File: src/rtl/seg7_pkg.sv
`default_nettype none
// ============================================================================
// Module   : seg7_pkg
// Purpose  : Shared 7-segment code table (active-low, seg[6]=a ... seg[0]=g)
//            and the pattern -> {valid, nibble} lookup used by the decoder.
// Contents : SEG_0..SEG_F, SEG_BLANK, seg7_dec_t, seg7_to_hex()
// Revision : 1.0  initial release
// ============================================================================
package seg7_pkg;

   localparam logic [6:0] SEG_0     = 7'b0000001;
   localparam logic [6:0] SEG_1     = 7'b1001111;
   localparam logic [6:0] SEG_2     = 7'b0010010;
   localparam logic [6:0] SEG_3     = 7'b0000110;
   localparam logic [6:0] SEG_4     = 7'b1001100;
   localparam logic [6:0] SEG_5     = 7'b0100100;
   localparam logic [6:0] SEG_6     = 7'b0100000;
   localparam logic [6:0] SEG_7     = 7'b0001111;
   localparam logic [6:0] SEG_8     = 7'b0000000;
   localparam logic [6:0] SEG_9     = 7'b0001100;
   localparam logic [6:0] SEG_A     = 7'b0001000;
   localparam logic [6:0] SEG_B     = 7'b1100000;
   localparam logic [6:0] SEG_C     = 7'b0110001;
   localparam logic [6:0] SEG_D     = 7'b1000010;
   localparam logic [6:0] SEG_E     = 7'b0110000;
   localparam logic [6:0] SEG_F     = 7'b0111000;
   localparam logic [6:0] SEG_BLANK = 7'b1111111;

   typedef struct packed {
      logic       valid;
      logic [3:0] nibble;
   } seg7_dec_t;

   // Unknown patterns return valid=0 with nibble 0.
   function automatic seg7_dec_t seg7_to_hex(input logic [6:0] seg);
      seg7_dec_t r;
      r.valid  = 1'b1;
      r.nibble = 4'h0;
      case (seg)
         SEG_0:   r.nibble = 4'h0;
         SEG_1:   r.nibble = 4'h1;
         SEG_2:   r.nibble = 4'h2;
         SEG_3:   r.nibble = 4'h3;
         SEG_4:   r.nibble = 4'h4;
         SEG_5:   r.nibble = 4'h5;
         SEG_6:   r.nibble = 4'h6;
         SEG_7:   r.nibble = 4'h7;
         SEG_8:   r.nibble = 4'h8;
         SEG_9:   r.nibble = 4'h9;
         SEG_A:   r.nibble = 4'hA;
         SEG_B:   r.nibble = 4'hB;
         SEG_C:   r.nibble = 4'hC;
         SEG_D:   r.nibble = 4'hD;
         SEG_E:   r.nibble = 4'hE;
         SEG_F:   r.nibble = 4'hF;
         default: r.valid  = 1'b0;
      endcase
      return r;
   endfunction

endpackage
`default_nettype wire

File: src/rtl/seg7_pattern_decode.sv
`default_nettype none
// ============================================================================
// Module   : seg7_pattern_decode
// Purpose  : Combinational lookup of one active-low segment pattern.
// Ports    : i_seg[6:0]    segment pattern (seg[6]=a ... seg[0]=g)
//            o_nibble[3:0] decoded hex digit (0 when invalid)
//            o_valid       pattern is a legal code
// Config   : SEG7_BLANK_EN - all-segments-off decodes as a valid 0
// Revision : 1.0  initial release
// ============================================================================
module seg7_pattern_decode
   import seg7_pkg::*;
(
   input  logic [6:0] i_seg,
   output logic [3:0] o_nibble,
   output logic       o_valid
);

   seg7_dec_t w_dec;

   always_comb begin
      w_dec    = seg7_to_hex(i_seg);
      o_nibble = w_dec.nibble;
      o_valid  = w_dec.valid;
`ifdef SEG7_BLANK_EN
      // A dark digit (e.g. leading-zero suppression) is legal, not an error.
      if (i_seg == SEG_BLANK) begin
         o_nibble = 4'h0;
         o_valid  = 1'b1;
      end
`endif
   end

endmodule
`default_nettype wire

File: src/rtl/seg7_scan_decoder.sv
`default_nettype none
// ============================================================================
// Module   : seg7_scan_decoder
// Purpose  : Snoops a multiplexed common-anode 7-seg bus and rebuilds the
//            displayed hex value, one digit per stable anode dwell.
// Ports    : clk, rst (sync, active-high)
//            seg[6:0]          segment pins, active low (async)
//            an[DIGITS-1:0]    anode pins, active low (async)
//            hex_out           last complete frame, digit i at [4i+3:4i]
//            err_out           per-digit invalid-pattern flags
//            frame_vld         1-cycle pulse on hex_out/err_out update
//            stale             no capture for TIMEOUT cycles
// Config   : SEG7_BLANK_EN (passed to seg7_pattern_decode)
// Revision : 1.0  initial release
// ============================================================================
module seg7_scan_decoder
   import seg7_pkg::*;
#(
   parameter int DIGITS  = 4,
   parameter int SETTLE  = 4,
   parameter int TIMEOUT = 65535
)(
   input  logic                  clk,
   input  logic                  rst,
   input  logic [6:0]            seg,
   input  logic [DIGITS-1:0]     an,
   output logic [4*DIGITS-1:0]   hex_out,
   output logic [DIGITS-1:0]     err_out,
   output logic                  frame_vld,
   output logic                  stale
);

   localparam int WW = DIGITS + 7;
   localparam int CW = $clog2(SETTLE + 1);
   localparam int TW = $clog2(TIMEOUT + 1);
   localparam logic [DIGITS-1:0] c_one = {{(DIGITS-1){1'b0}}, 1'b1};

   logic [WW-1:0]       r_sync1, r_sync2;
   logic [CW-1:0]       r_stable_cnt;
   logic [DIGITS-1:0]   r_mask, r_pend_err;
   logic [4*DIGITS-1:0] r_pend_hex;
   logic [TW-1:0]       r_to_cnt;

   logic [DIGITS-1:0]   w_an_act;
   logic                w_changed, w_onehot, w_capture, w_done;
   logic [3:0]          w_nibble;
   logic                w_valid;

   assign w_an_act  = ~r_sync2[WW-1:7];
   // r_sync1 holds the value r_sync2 will take next edge, so a difference
   // means the synchronized word changes this edge.
   assign w_changed = (r_sync1 != r_sync2);
   assign w_onehot  = (w_an_act != '0) && ((w_an_act & (w_an_act - c_one)) == '0);
   // Fires only on the SETTLE-1 -> SETTLE step, so once per dwell.
   assign w_capture = !w_changed && (r_stable_cnt == CW'(SETTLE - 1)) && w_onehot;
   assign w_done    = &r_mask;

   seg7_pattern_decode u_decode (
      .i_seg    (r_sync2[6:0]),
      .o_nibble (w_nibble),
      .o_valid  (w_valid)
   );

   always_ff @(posedge clk) begin
      if (rst) begin
         r_sync1      <= '0;
         r_sync2      <= '0;
         r_stable_cnt <= '0;
      end else begin
         r_sync1 <= {an, seg};
         r_sync2 <= r_sync1;
         if (w_changed)
            r_stable_cnt <= '0;
         else if (r_stable_cnt != CW'(SETTLE))
            r_stable_cnt <= r_stable_cnt + 1'b1;
      end
   end

   always_ff @(posedge clk) begin
      if (rst) begin
         r_mask     <= '0;
         r_pend_err <= '0;
         r_pend_hex <= '0;
         hex_out    <= '0;
         err_out    <= '0;
         frame_vld  <= 1'b0;
      end else begin
         frame_vld <= w_done;
         if (w_done) begin
            hex_out <= r_pend_hex;
            err_out <= r_pend_err;
         end
         for (int i = 0; i < DIGITS; i++) begin
            if (w_capture && w_an_act[i]) begin
               r_mask[i]            <= 1'b1;
               r_pend_hex[4*i +: 4] <= w_nibble;
               r_pend_err[i]        <= !w_valid;
            end else if (w_done) begin
               r_mask[i] <= 1'b0;
            end
         end
      end
   end

   always_ff @(posedge clk) begin
      if (rst) begin
         r_to_cnt <= '0;
         stale    <= 1'b0;
      end else begin
         if (w_capture)
            r_to_cnt <= '0;
         else if (r_to_cnt != TW'(TIMEOUT))
            r_to_cnt <= r_to_cnt + 1'b1;
         // Set in the same edge the counter lands on TIMEOUT; a capture
         // that edge keeps the counter (and stale) from advancing.
         if (w_done)
            stale <= 1'b0;
         else if (!w_capture && (r_to_cnt >= TW'(TIMEOUT - 1)))
            stale <= 1'b1;
      end
   end

endmodule
`default_nettype wire

File: config.mk
export PLATFORM = sky130hd
export DESIGN_NAME = seg7_scan_decoder
export DESIGN_NICKNAME = d
export VERILOG_FILES = /design/src/rtl/seg7_pkg.sv /design/src/rtl/seg7_pattern_decode.sv /design/src/rtl/seg7_scan_decoder.sv
export SDC_FILE = /design/constraint.sdc
export NUM_CORES = 1
export LEC_CHECK = 0
export ABC_AREA = 1
export CAP_MARGIN = 40
export CORE_MARGIN = 8
export CORE_UTILIZATION = 50
export CTS_BUF_LIST = sky130_fd_sc_hd__clkbuf_8
export DETAILED_ROUTE_END_ITERATION = 6
export DONT_BUFFER_PORTS = 1
export SKIP_CTS_REPAIR_TIMING = 1
export SLEW_MARGIN = 10
export SYNTH_ARGS = -nofsm -noshare
export SYNTH_HDL_FRONTEND = slang
export SYNTH_SLANG_ARGS = --single-unit
File: constraint.sdc
create_clock -name clk -period 2.1 [get_ports clk]
set_input_delay 0 -clock clk [delete_from_list [all_inputs] [get_ports clk]]
set_output_delay 0 -clock clk [all_outputs]
set_load 0.01 [all_outputs]
==> impl_metrics.ini <==
[outcome]
status = finished, final reports clean

[synthesis]
synthSimpleGateAreaFrac_pct = 31.9
synth_area_leader_cell = dfxtp_1
synthTopCellsByCount = nor2_1 (117), nand2_1 (115), dfxtp_1 (87)
synth_ff_type = dfxtp_1
synth_top_family_by_area = simple AND/OR/NAND/NOR gates
synthMostInstantiatedCell = nor2_1
synth_compound_area_share_pct = 5.34
synth_top_area_share_pct = 46.5
ys_warn_count = 0
synthAdderAreaFrac_pct = 1.67
synth-edff-count = 0
synth.net_count = 544
synth_area_um2 = 3750
synth_seq_area_share_pct = 46.5
synth_mux_area_share_pct = 0
syn_area_per_cell_um2 = 7.13
yosys.area_share.xor_xnor_pct = 4.67
synthCells = 526
ys_async_sr_fraction_pct = 0
synth_cell_types = 27
synth.area.top_cells = dfxtp_1 (46%), nor2_1 (12%), nand2_1 (12%)
ys_ff_latch = 87

[placed_design]
port_buffers = 0
gp_congestion = 0.835
placed_cells = 611
hpwlAfterDp_um = 5190

[clock_tree]
cts-root-buf = clkbuf_8
cts_tree = done
htree_levels = 3
clk-insertion-delay-late_ps = 360
cts_max_path_buffers = 2
cts_buffers = 9
clock_sinks = 87
clk_pin_slew_worst_paths_ps = 100

[worst_setup_path]
cp-end-kind = flop
cp.required_ps = 2410
critPathTopFamily = simple AND/OR/NAND/NOR gates
slowest_delay_ps = 440
crit_fanout = 11
path_buf_inv = 0
path_class = flop to flop
rrSetupSlack_ps = 270
worstPathCellList = ha_1 > ha_1 > o211ai_1 > nor2_1 > nand4_1 > nand2_1 > nand2_1 > nor2_1
r2r_cells = 8
cpMaxStageDelayCell = nand4_1
rr_endpoint = r_pend_hex[8]
crit-reg2reg-launch = r_stable_cnt[1]
worst_setup_path_start_kind = flop
arrival_ps = 2140

[floorplanning]
num_rows = 31
initial_utilization_pct = 51.7
ioPinCount = 35
die_w_um = 103
die_height_um = 103
core_um2 = 7250
dieArea_um2 = 10500

[worst_hold_path]
timing.hold.worst_endpoint = r_pend_hex[4]
hold_depth = 4
hp-start = rst
hp-class = input pin to flop

[timing]
relSlewSlack_pct = 35.3
max_freq_mhz = 548
fin_crit_ps = 1830
finalMaxSlewViolations = 0
fin_skew_ps = 11.4
whs_ps = 114
min_period_over_period_pct = 86.9
setup_viol = 0
fin_setup_tns_ps = 0
hold_viol = 0
tightestPinTransition_ps = 968
rsz0062_at_grt = no

[layout]
syn_to_final_growth_pct = 9.75
fin_cells = 639
fillerInstances = 743
fin_nets = 553
drive_gt1_share_pct = 6.11
n_antenna_cell = 0
fin_util_pct = 56.7

[flow_run]
maxCapViolations = 0

[pwr]
vdd_ir_drop_max_mv = 0.379
p_clk_share_pct = 39.8
p_per_area_nw_per_um2 = 751
switching_share_pct = 25.3
seqPwrFrac_pct = 54.8
internal-power_mw = 2.31
pwr-share-comb_pct = 5.4
power_leakage_nw = 1.85
p_switching_mw = 0.781
power_mw = 3.09

[detailed_routing]
drt_iter0_markers = 84
via_per_inst = 4.65
wl_per_cell_um = 11.8
antenna_left = 0
wirelength_um = 7520
firstDrtPassIters = 4
vias = 2973
drcViolationCount = 0

[global_route]
grt_pass1_vias = 2690
grt_use_total_pct = 14.8
grt_max_degree = 48
grt_pass1_wl_um = 12200
overflow = 0
antenna_found_initial = 0
[sequential cells by signal, summed over array words and instances (netlist names)]
signal	count
err_out	4
frame_vld	1
r_pend_hex	16
r_sync1	11
stale	1
r_pend_err	4
r_to_cnt	16
hex_out	16
r_sync2	11
r_mask	4
r_stable_cnt	3
[cell type report]
type	count	area, um2	area share (%)
clock buffer	9	124	3.01
clock inverter	7	86.3	2.10
inverter	68	255	6.20
multi-input combinational	353	1630	39.7
tap	99	124	3.01
sequential	87	1740	42.3
timing repair buffer	16	150	3.65
[worst register-to-register path, cell delays in order, from the launching register on]
cell	delay, ps
dfxtp_1	360
ha_1	150
ha_1	130
o211ai_1	80
nor2_1	250
nand4_1	440
nand2_1	190
nand2_1	70
nor2_1	90
[logic make-up (layout without fill, tap and decap cells)]
family	count (synthesis)	after routing
buffers and inverters	86	100
adder cells (fa/ha/maj)	5	5
AO/OA/AOI/OAI	38	38
flip-flops	87	87
AND/OR/NAND/NOR	290	290
XOR/XNOR	20	20
[how the worst max path moves through the flow]
stage                     from              to  depth (start not counted)
2_1_floorplan  r_stable_cnt[1]  r_pend_hex[13]                          8
3_3_place_gp   r_stable_cnt[1]   r_pend_err[0]                          7
3_5_place_dp   r_stable_cnt[1]   r_pend_hex[8]                          8
4_1_cts        r_stable_cnt[1]  r_pend_hex[11]                          8
5_1_grt        r_stable_cnt[1]   r_pend_hex[8]                          8
6_report       r_stable_cnt[1]   r_pend_hex[8]                          8
[cells in the final DEF, fill, tap and decap left out, drive strengths merged, types with 2 or more instances in the layout]
master,count
a21oi,9
buf,4
clkbuf,9
dfxtp,87
dlygate4sd3,12
ha,5
inv,72
nand2,119
nand3,35
nand4,9
nor2,121
nor3,5
o211ai,2
o21ai,25
xnor2,13
xor2,7
[routing by layer]
| metal | global-route usage (%) | vias up | wire (um) |
|---|---|---|---|
| li1 | - | 1628 | - |
| met1 | 18.1 | 1301 | 3680 |
| met2 | 24.2 | 33 | 3460 |
| met3 | 4.12 | 11 | 276 |
| met4 | 5.42 | 0 | 107 |
| met5 | 0 | - | 0 |
[stage by stage]
| stage | setup slack [ps] | cell area, um2 |
|---|---|---|
| 6_report | 274 | 4110 |
| 2_1_floorplan | 652 | 3750 |
| 3_5_place_dp | 299 | 3780 |
| 3_3_place_gp | 358 | 3780 |
| 5_1_grt | 34.0 | 4110 |
| 4_1_cts | 265 | 3990 |
[power by group through the flow]
stage          Clock (mW)  Combinational (mW)  Sequential (mW)
2_1_floorplan           0               0.124             1.73
4_1_cts              1.27               0.144             1.69
3_3_place_gp            0               0.143             1.73
3_5_place_dp            0               0.143             1.73
6_report             1.23               0.168             1.69
5_1_grt              1.33               0.191             1.70
(Power assumes the default switching activity.)
